**src/rtl/cache_pkg.sv**
```systemverilog
`default_nettype none
// ============================================================================
// Module   : cache_pkg
// Brief    : State codes and address-field width helpers shared by the
//            cache controller and its storage array.
// Revision : 1.0 - initial release
// ============================================================================
package cache_pkg;

    // State codes are exposed on cs, so their values are fixed
    localparam logic [3:0] ST_IDLE   = 4'd0;
    localparam logic [3:0] ST_RDMISS = 4'd2;
    localparam logic [3:0] ST_FILL   = 4'd3;
    localparam logic [3:0] ST_RDDONE = 4'd4;
    localparam logic [3:0] ST_WRMEM  = 4'd5;
    localparam logic [3:0] ST_WRHIT  = 4'd6;
    localparam logic [3:0] ST_WRMISS = 4'd7;
    localparam logic [3:0] ST_WRDONE = 4'd8;
    localparam logic [3:0] ST_RDHIT  = 4'd9;
    localparam logic [3:0] ST_FLUSH  = 4'd10;

    // Word-select field width inside a line
    function automatic int off_bits(input int line_words);
        return $clog2(line_words);
    endfunction

    // Line-index field width
    function automatic int idx_bits(input int lines);
        return $clog2(lines);
    endfunction

    // Tag width: whatever remains above index, offset and the byte bits
    function automatic int tag_bits(input int aw, input int lines, input int line_words);
        return aw - $clog2(lines) - $clog2(line_words) - 2;
    endfunction

endpackage
`default_nettype wire

```
**src/rtl/cache_array.sv**
```systemverilog
`default_nettype none
// ============================================================================
// Module   : cache_array
// Brief    : Valid/tag/data storage for the direct-mapped cache.
//            Combinational read port, synchronous word write, synchronous
//            tag+valid set, per-line valid clear and global valid clear.
// Revision : 1.0 - initial release
// ============================================================================
module cache_array import cache_pkg::*; #(
    parameter int LINES      = 16,
    parameter int LINE_WORDS = 4,
    parameter int IDX_W      = 4,
    parameter int OFF_W      = 2,
    parameter int TAG_W      = 24,
    parameter int DW         = 32
) (
    input  logic             clk,
    // global valid clear (highest priority)
    input  logic             clr_all,
    // lookup port
    input  logic [IDX_W-1:0] rd_index,
    input  logic [OFF_W-1:0] rd_offset,
    output logic             rd_valid,
    output logic [TAG_W-1:0] rd_tag,
    output logic [DW-1:0]    rd_word,
    // word write port
    input  logic             wr_en,
    input  logic [IDX_W-1:0] wr_index,
    input  logic [OFF_W-1:0] wr_offset,
    input  logic [DW-1:0]    wr_data,
    // line validate port
    input  logic             set_en,
    input  logic [IDX_W-1:0] set_index,
    input  logic [TAG_W-1:0] set_tag,
    // single-line invalidate port
    input  logic             clr_en,
    input  logic [IDX_W-1:0] clr_index
);

    logic [LINES-1:0] r_valid;
    logic [TAG_W-1:0] r_tag  [LINES];
    logic [DW-1:0]    r_data [LINES*LINE_WORDS];

    logic [IDX_W+OFF_W-1:0] w_rd_addr;
    logic [IDX_W+OFF_W-1:0] w_wr_addr;

    assign w_rd_addr = {rd_index, rd_offset};
    assign w_wr_addr = {wr_index, wr_offset};

    assign rd_valid = r_valid[rd_index];
    assign rd_tag   = r_tag[rd_index];
    assign rd_word  = r_data[w_rd_addr];

    // Valid bits: global clear wins, otherwise set on refill / clear on flush
    always_ff @(posedge clk) begin
        if (clr_all) begin
            r_valid <= '0;
        end else begin
            if (set_en) begin
                r_valid[set_index] <= 1'b1;
            end
            if (clr_en) begin
                r_valid[clr_index] <= 1'b0;
            end
        end
    end

    // Tag written when a refilled line becomes valid
    always_ff @(posedge clk) begin
        if (set_en) begin
            r_tag[set_index] <= set_tag;
        end
    end

    // Data words: refill beats and write hits
    always_ff @(posedge clk) begin
        if (wr_en) begin
            r_data[w_wr_addr] <= wr_data;
        end
    end

endmodule
`default_nettype wire

```
**src/rtl/cache_ctrl.sv**
```systemverilog
`default_nettype none
// ============================================================================
// Module   : cache_ctrl
// Brief    : Direct-mapped, write-through, no-write-allocate data cache
//            controller between the CPU datapath and memory.
//            Optional feature macro CACHE_FLUSH_EN adds a flush input that
//            invalidates every line, one per cycle.
// Revision : 1.0 - initial release
// ============================================================================
module cache_ctrl import cache_pkg::*; #(
    parameter int LINES      = 16,
    parameter int LINE_WORDS = 4,
    parameter int AW         = 32,
    parameter int DW         = 32
) (
    input  logic          clk,
    input  logic          rst,
    input  logic          cpu_req,
    input  logic          cpu_we,
    input  logic [AW-1:0] cpu_addr,
    input  logic [DW-1:0] cpu_wdata,
    output logic [DW-1:0] cpu_rdata,
    output logic          cpu_ready,
    output logic          mem_req,
    output logic          mem_we,
    output logic [AW-1:0] mem_addr,
    output logic [DW-1:0] mem_wdata,
    input  logic [DW-1:0] mem_rdata,
    input  logic          mem_ack,
`ifdef CACHE_FLUSH_EN
    input  logic          flush,
`endif
    output logic [3:0]    cs
);

    localparam int c_off_w = off_bits(LINE_WORDS);
    localparam int c_idx_w = idx_bits(LINES);
    localparam int c_tag_w = tag_bits(AW, LINES, LINE_WORDS);
    localparam int c_lo    = c_off_w + 2;
    localparam logic [c_off_w-1:0] c_last_beat = c_off_w'(LINE_WORDS - 1);

    // Registered state and outputs
    logic [3:0]         r_cs;
    logic [AW-1:0]      r_addr;
    logic [DW-1:0]      r_wdata;
    logic [c_off_w-1:0] r_beat;
    logic               r_mem_req;
    logic               r_mem_we;
    logic [AW-1:0]      r_mem_addr;
    logic [DW-1:0]      r_mem_wdata;
    logic               r_cpu_ready;
    logic [DW-1:0]      r_cpu_rdata;

    // Address fields of the live request (lookup) and the latched one
    logic [c_off_w-1:0] w_cpu_off;
    logic [c_idx_w-1:0] w_cpu_idx;
    logic [c_tag_w-1:0] w_cpu_tag;
    logic [c_off_w-1:0] w_r_off;
    logic [c_idx_w-1:0] w_r_idx;
    logic [c_tag_w-1:0] w_r_tag;
    logic [AW-1:0]      w_line_base;

    // Array interface
    logic               w_rd_valid;
    logic [c_tag_w-1:0] w_rd_tag;
    logic [DW-1:0]      w_rd_word;
    logic               w_hit;
    logic               w_wr_en;
    logic [c_off_w-1:0] w_wr_off;
    logic [DW-1:0]      w_wr_data;
    logic               w_set_en;
    logic               w_clr_en;
    logic [c_idx_w-1:0] w_clr_idx;
    logic               w_clr_all;

    assign w_cpu_off   = cpu_addr[c_lo-1:2];
    assign w_cpu_idx   = cpu_addr[c_lo+c_idx_w-1:c_lo];
    assign w_cpu_tag   = cpu_addr[AW-1:c_lo+c_idx_w];
    assign w_r_off     = r_addr[c_lo-1:2];
    assign w_r_idx     = r_addr[c_lo+c_idx_w-1:c_lo];
    assign w_r_tag     = r_addr[AW-1:c_lo+c_idx_w];
    assign w_line_base = {r_addr[AW-1:c_lo], {c_lo{1'b0}}};

    // Lookup is only acted on in IDLE, so it always uses the live address
    assign w_hit     = w_rd_valid && (w_rd_tag == w_cpu_tag);
    assign w_clr_all = ~rst;

    assign cs        = r_cs;
    assign cpu_rdata = r_cpu_rdata;
    assign cpu_ready = r_cpu_ready;
    assign mem_req   = r_mem_req;
    assign mem_we    = r_mem_we;
    assign mem_addr  = r_mem_addr;
    assign mem_wdata = r_mem_wdata;

`ifdef CACHE_FLUSH_EN
    localparam logic [c_idx_w-1:0] c_last_line = c_idx_w'(LINES - 1);
    logic [c_idx_w-1:0] r_fidx;

    assign w_clr_en  = rst && (r_cs == ST_FLUSH);
    assign w_clr_idx = r_fidx;
`else
    assign w_clr_en  = 1'b0;
    assign w_clr_idx = '0;
`endif

    // Array write strobes: refill beats and write hits; nothing during reset
    always_comb begin
        w_wr_en   = 1'b0;
        w_wr_off  = w_r_off;
        w_wr_data = r_wdata;
        w_set_en  = 1'b0;
        if (rst) begin
            if (r_cs == ST_FILL && mem_ack) begin
                w_wr_en   = 1'b1;
                w_wr_off  = r_beat;
                w_wr_data = mem_rdata;
                w_set_en  = (r_beat == c_last_beat);
            end else if (r_cs == ST_WRHIT) begin
                w_wr_en   = 1'b1;
            end
        end
    end

    cache_array #(
        .LINES      (LINES),
        .LINE_WORDS (LINE_WORDS),
        .IDX_W      (c_idx_w),
        .OFF_W      (c_off_w),
        .TAG_W      (c_tag_w),
        .DW         (DW)
    ) u_array (
        .clk       (clk),
        .clr_all   (w_clr_all),
        .rd_index  (w_cpu_idx),
        .rd_offset (w_cpu_off),
        .rd_valid  (w_rd_valid),
        .rd_tag    (w_rd_tag),
        .rd_word   (w_rd_word),
        .wr_en     (w_wr_en),
        .wr_index  (w_r_idx),
        .wr_offset (w_wr_off),
        .wr_data   (w_wr_data),
        .set_en    (w_set_en),
        .set_index (w_r_idx),
        .set_tag   (w_r_tag),
        .clr_en    (w_clr_en),
        .clr_index (w_clr_idx)
    );

    // Controller FSM with registered CPU/memory handshake outputs
    always_ff @(posedge clk) begin
        if (!rst) begin
            r_cs        <= ST_IDLE;
            r_addr      <= '0;
            r_wdata     <= '0;
            r_beat      <= '0;
            r_mem_req   <= 1'b0;
            r_mem_we    <= 1'b0;
            r_mem_addr  <= '0;
            r_mem_wdata <= '0;
            r_cpu_ready <= 1'b0;
            r_cpu_rdata <= '0;
`ifdef CACHE_FLUSH_EN
            r_fidx      <= '0;
`endif
        end else begin
            // cpu_ready is a pulse raised only on entry to a completion state
            r_cpu_ready <= 1'b0;
            case (r_cs)
                ST_IDLE: begin
`ifdef CACHE_FLUSH_EN
                    if (flush) begin
                        r_fidx <= '0;
                        r_cs   <= ST_FLUSH;
                    end else
`endif
                    if (cpu_req) begin
                        r_addr  <= cpu_addr;
                        r_wdata <= cpu_wdata;
                        if (!cpu_we && w_hit) begin
                            r_cpu_ready <= 1'b1;
                            r_cpu_rdata <= w_rd_word;
                            r_cs        <= ST_RDHIT;
                        end else if (!cpu_we) begin
                            r_cs <= ST_RDMISS;
                        end else if (w_hit) begin
                            r_cs <= ST_WRHIT;
                        end else begin
                            r_cs <= ST_WRMISS;
                        end
                    end
                end
                ST_RDHIT: begin
                    r_cs <= ST_IDLE;
                end
                ST_RDMISS: begin
                    r_beat     <= '0;
                    r_mem_req  <= 1'b1;
                    r_mem_we   <= 1'b0;
                    r_mem_addr <= w_line_base;
                    r_cs       <= ST_FILL;
                end
                ST_FILL: begin
                    if (mem_ack) begin
                        r_beat <= r_beat + 1'b1;
                        // keep the requested word so RDDONE need not re-read the array
                        if (r_beat == w_r_off) begin
                            r_cpu_rdata <= mem_rdata;
                        end
                        if (r_beat == c_last_beat) begin
                            r_mem_req   <= 1'b0;
                            r_cpu_ready <= 1'b1;
                            r_cs        <= ST_RDDONE;
                        end else begin
                            r_mem_addr <= r_mem_addr + AW'(4);
                        end
                    end
                end
                ST_RDDONE: begin
                    r_cs <= ST_IDLE;
                end
                ST_WRHIT, ST_WRMISS: begin
                    r_mem_req   <= 1'b1;
                    r_mem_we    <= 1'b1;
                    r_mem_addr  <= r_addr;
                    r_mem_wdata <= r_wdata;
                    r_cs        <= ST_WRMEM;
                end
                ST_WRMEM: begin
                    if (mem_ack) begin
                        r_mem_req   <= 1'b0;
                        r_mem_we    <= 1'b0;
                        r_cpu_ready <= 1'b1;
                        r_cs        <= ST_WRDONE;
                    end
                end
                ST_WRDONE: begin
                    r_cs <= ST_IDLE;
                end
`ifdef CACHE_FLUSH_EN
                ST_FLUSH: begin
                    if (r_fidx == c_last_line) begin
                        r_cs <= ST_IDLE;
                    end else begin
                        r_fidx <= r_fidx + 1'b1;
                    end
                end
`endif
                default: begin
                    r_cs <= ST_IDLE;
                end
            endcase
        end
    end

endmodule
`default_nettype wire
```
**config.mk**
```make
export PLATFORM = sky130hd
export DESIGN_NAME = cache_ctrl
export DESIGN_NICKNAME = d
export VERILOG_FILES = /design/src/rtl/cache_pkg.sv /design/src/rtl/cache_array.sv /design/src/rtl/cache_ctrl.sv
export SDC_FILE = /design/constraint.sdc
export NUM_CORES = 2
export LEC_CHECK = 0
export CORE_ASPECT_RATIO = 1.25
export CORE_MARGIN = 10
export CORE_UTILIZATION = 60
export DETAILED_ROUTE_END_ITERATION = 10
export HOLD_SLACK_MARGIN = 0.1
export PLACE_DENSITY = 0.77
export SYNTH_ARGS = -nofsm -noshare
export SYNTH_HDL_FRONTEND = slang
export SYNTH_SLANG_ARGS = --single-unit
```
**constraint.sdc**
```tcl
create_clock -name clk -period 5.3 [get_ports clk]
set_input_delay 1.325 -clock clk [delete_from_list [all_inputs] [get_ports clk]]
set_output_delay 1.325 -clock clk [all_outputs]
set_load 0.03 [all_outputs]
```
==> results.tsv <==
metric	value	unit
first-pass GRT wire length	406000	µm
status	completed	
Setup TNS Final	0	ns
Worst Path Required	6.09	ns
FF+latch area	76700	µm²
Final Cycle Share	83.5	%
number of port buffers	203	
sequential-to-total area share from yosys stat	76.2	%
largest net degree at the start of global routing	90	
critical path arrival	5.22	ns
Ys Warns	0	
Rows	168	
ys flop type	edfxtp_1	
CP max FO	44	
# resized after CTS	0	
most common cell after layout, fill and taps aside	edfxtp_1	
Routed Antenna Nets	0	
Post-Synthesis Cells	4810	
Routed Wire Length	286000	µm
total global routing overflow	0	
Final min period	4.43	ns
PwrDens	404	nW/µm²
Placed Area	108000	µm²
Root Buffer Master	clkbuf_16	
CTS tree	done	
Relative slew margins	22.7	%
clk sinks	2617	
sw power	11.7	mW
Initial Util	60.2	%
Worst setup EP type	register	
Max-cap violations	0	
mapped cell area	101000	µm²
die area	185000	µm²
Final Max Slew Viols	0	
post-synth top area share	72.5	%
Sequential Power Share	52.2	%
Hold Crit Class	reg2reg	
Comb power frac	11.4	%
placed insts	7210	
Seq cells post-synth	2617	
Sw Share	25.0	%
Worst Skew	0.0297	ns
post-DP HPWL	152000	µm
Total GRT Usage	30.7	%
residual DRC count	0	
Max clock buf depth	3	
# IOs	204	
Die X	386	µm
starting DRC count in detailed routing	8128	
Syn-to-layout area delta	15.1	%
post-route insts no fill	7647	
GP Congestion	0.909	
routed len/inst	37.3	µm
FF-to-FF setup slack	1.10	ns
post-CTS setup buffers	0	
synth top area cells	edfxtp_1 (72%), mux4_2 (16%), dfxtp_1 (3.7%), nand2_1 (1.3%), a21oi_1 (1.2%)	
Clock transition at path regs	0.07	ns
Pint	35.2	mW
EDFF count, synth	2432	
Final #Nets	5337	
post-layout instance area	116000	µm²
Via-to-Cell Ratio	7.07	
H-tree level count	4	
Die H	478	µm
total CTS buffers	230	
synth unique cells	62	
Mapped Avg Cell Area	20.9	µm²
Worst setup SP type	input pin	
drt pass-1 iters	7	
commonest non-fill, non-tap cells in the layout	edfxtp_1 (2,432), mux4_2 (735), nand2_1 (310)	
VDD IR-drop max	0.317	mV
Fillers	9715	
RSZ-0062 raised after global routing	false	
DR vias	54031	
Core Footprint	167000	µm²
Clk Latency, worst-skew pair	0.88	ns
area of the multi-input gates	23500	µm²
ratio of cells with drive above 1 in the final layout	27.5	%
Finish-stage setup viols	0	
async set or reset register ratio after synthesis	0	%
worst setup path class	in2reg	
Highest Clock Rate	0.226	GHz
Leak	36.4	nW
hold buffer count at CTS	0	
power share of the clock group	36.4	%
syn nets	4915	
antenna violations before repair	10	
Yosys top cell by area	edfxtp_1	
final hold viol count	0	
Tightest Pin Transition	1.16	ns
vias in the first global route	54506	
[power groups by stage]
stage	Clock [mW]	Sequential, mW	Combinational [mW]
floorplan	0	25.0	2.44
global placement	0	24.8	5.02
detailed placement	0	24.9	5.17
CTS	17.2	24.4	5.24
global route	18.0	24.5	5.59
finish	17.1	24.5	5.32
[through the flow]
step	util (%)	worst slack, ns	total power [mW]	hold WS, ns
2_1_floorplan	-	0.511	27.5	0.435
3_3_place_gp	64.7	0.165	29.9	0.443
3_5_place_dp	64.7	0.0621	30.0	0.449
4_1_cts	69.3	0.955	46.9	0.458
5_1_grt	69.3	0.663	48.0	0.473
6_report	69.3	0.875	46.9	0.455
[registers in the layout (all words and copies together) (netlist names)]
register         cells
mem_wdata           32
r_beat               2
u_array.r_data    2048
r_addr              32
cs                   4
mem_addr            32
u_array.r_valid     16
mem_we               1
u_array.r_tag      384
cpu_rdata           32
r_wdata             32
mem_req              1
cpu_ready            1
[cell usage after synthesis, types with 8 or more instances]
master and instances:
a211oi_1 8, a21oi_1 239, a22oi_1 77, and2_1 9
buf_1 51, buf_2 39, buf_4 11, clkbuf_1 174
dfxtp_1 185, edfxtp_1 2432, inv_1 12, mux2i_1 34
mux4_1 8, mux4_2 735, nand2_1 343, nand2b_1 11
nand3_1 26, nand4_1 10, nor2_1 168, nor2b_1 11
nor3_1 21, o21ai_0 75, xnor2_1 17, xor2_1 22
[per-layer routing]
layer	share of wire, %	GRT usage (%)
met5	0.030	0
met1	33	38.6
met4	5.6	14.4
met2	50	50.5
met3	12	7.62
[final timing paths]
path | startpoint | endpoint | depth (start not counted)
worst max-delay path | cpu_addr[4] | cpu_rdata[9] | 16
worst min-delay path | mem_wdata[26] | mem_wdata[26] | 2
worst max register to register | cs[0] | u_array.r_data[62][13] | 7
worst min register to register | mem_wdata[26] | mem_wdata[26] | 2
[worst max-delay path: stages]
cell	delay (ns)
buf_8	0.21
buf_12	0.32
mux4_2	0.56
xor2_1	0.16
o31ai_1	0.29
o21ai_0	0.29
a21oi_1	0.23
o2111ai_1	0.14
a2111oi_2	0.26
buf_4	0.21
ha_1	0.17
a21oi_1	0.09
a211oi_4	0.24
buf_12	0.28
o21ai_0	0.14
a21oi_1	0.20
[layout make-up]
class	instances	share of cell area (%)
clock inverter	152	1.37
clock buffer	280	5.23
multi-input combinational	1902	20.3
antenna	5	0.0108
tap	2210	2.39
timing repair buffer	468	4.48
sequential	2617	66.2
inverter	13	0.0443
[cells by family (layout without fill, tap and decap cells)]
group	count (synthesis)	count (layout)	synth area share, %
adder cells (fa/ha/maj)	4	4	0.0497
XOR/XNOR	39	39	0.339
buffers and inverters	291	913	1.20
flip-flops	2617	2617	76.2
AO/OA/AOI/OAI	461	461	2.71
AND/OR/NAND/NOR	619	619	2.53
other	0	5	0
multiplexers	779	779	17.0
Power figures use the tool's default switching activity.
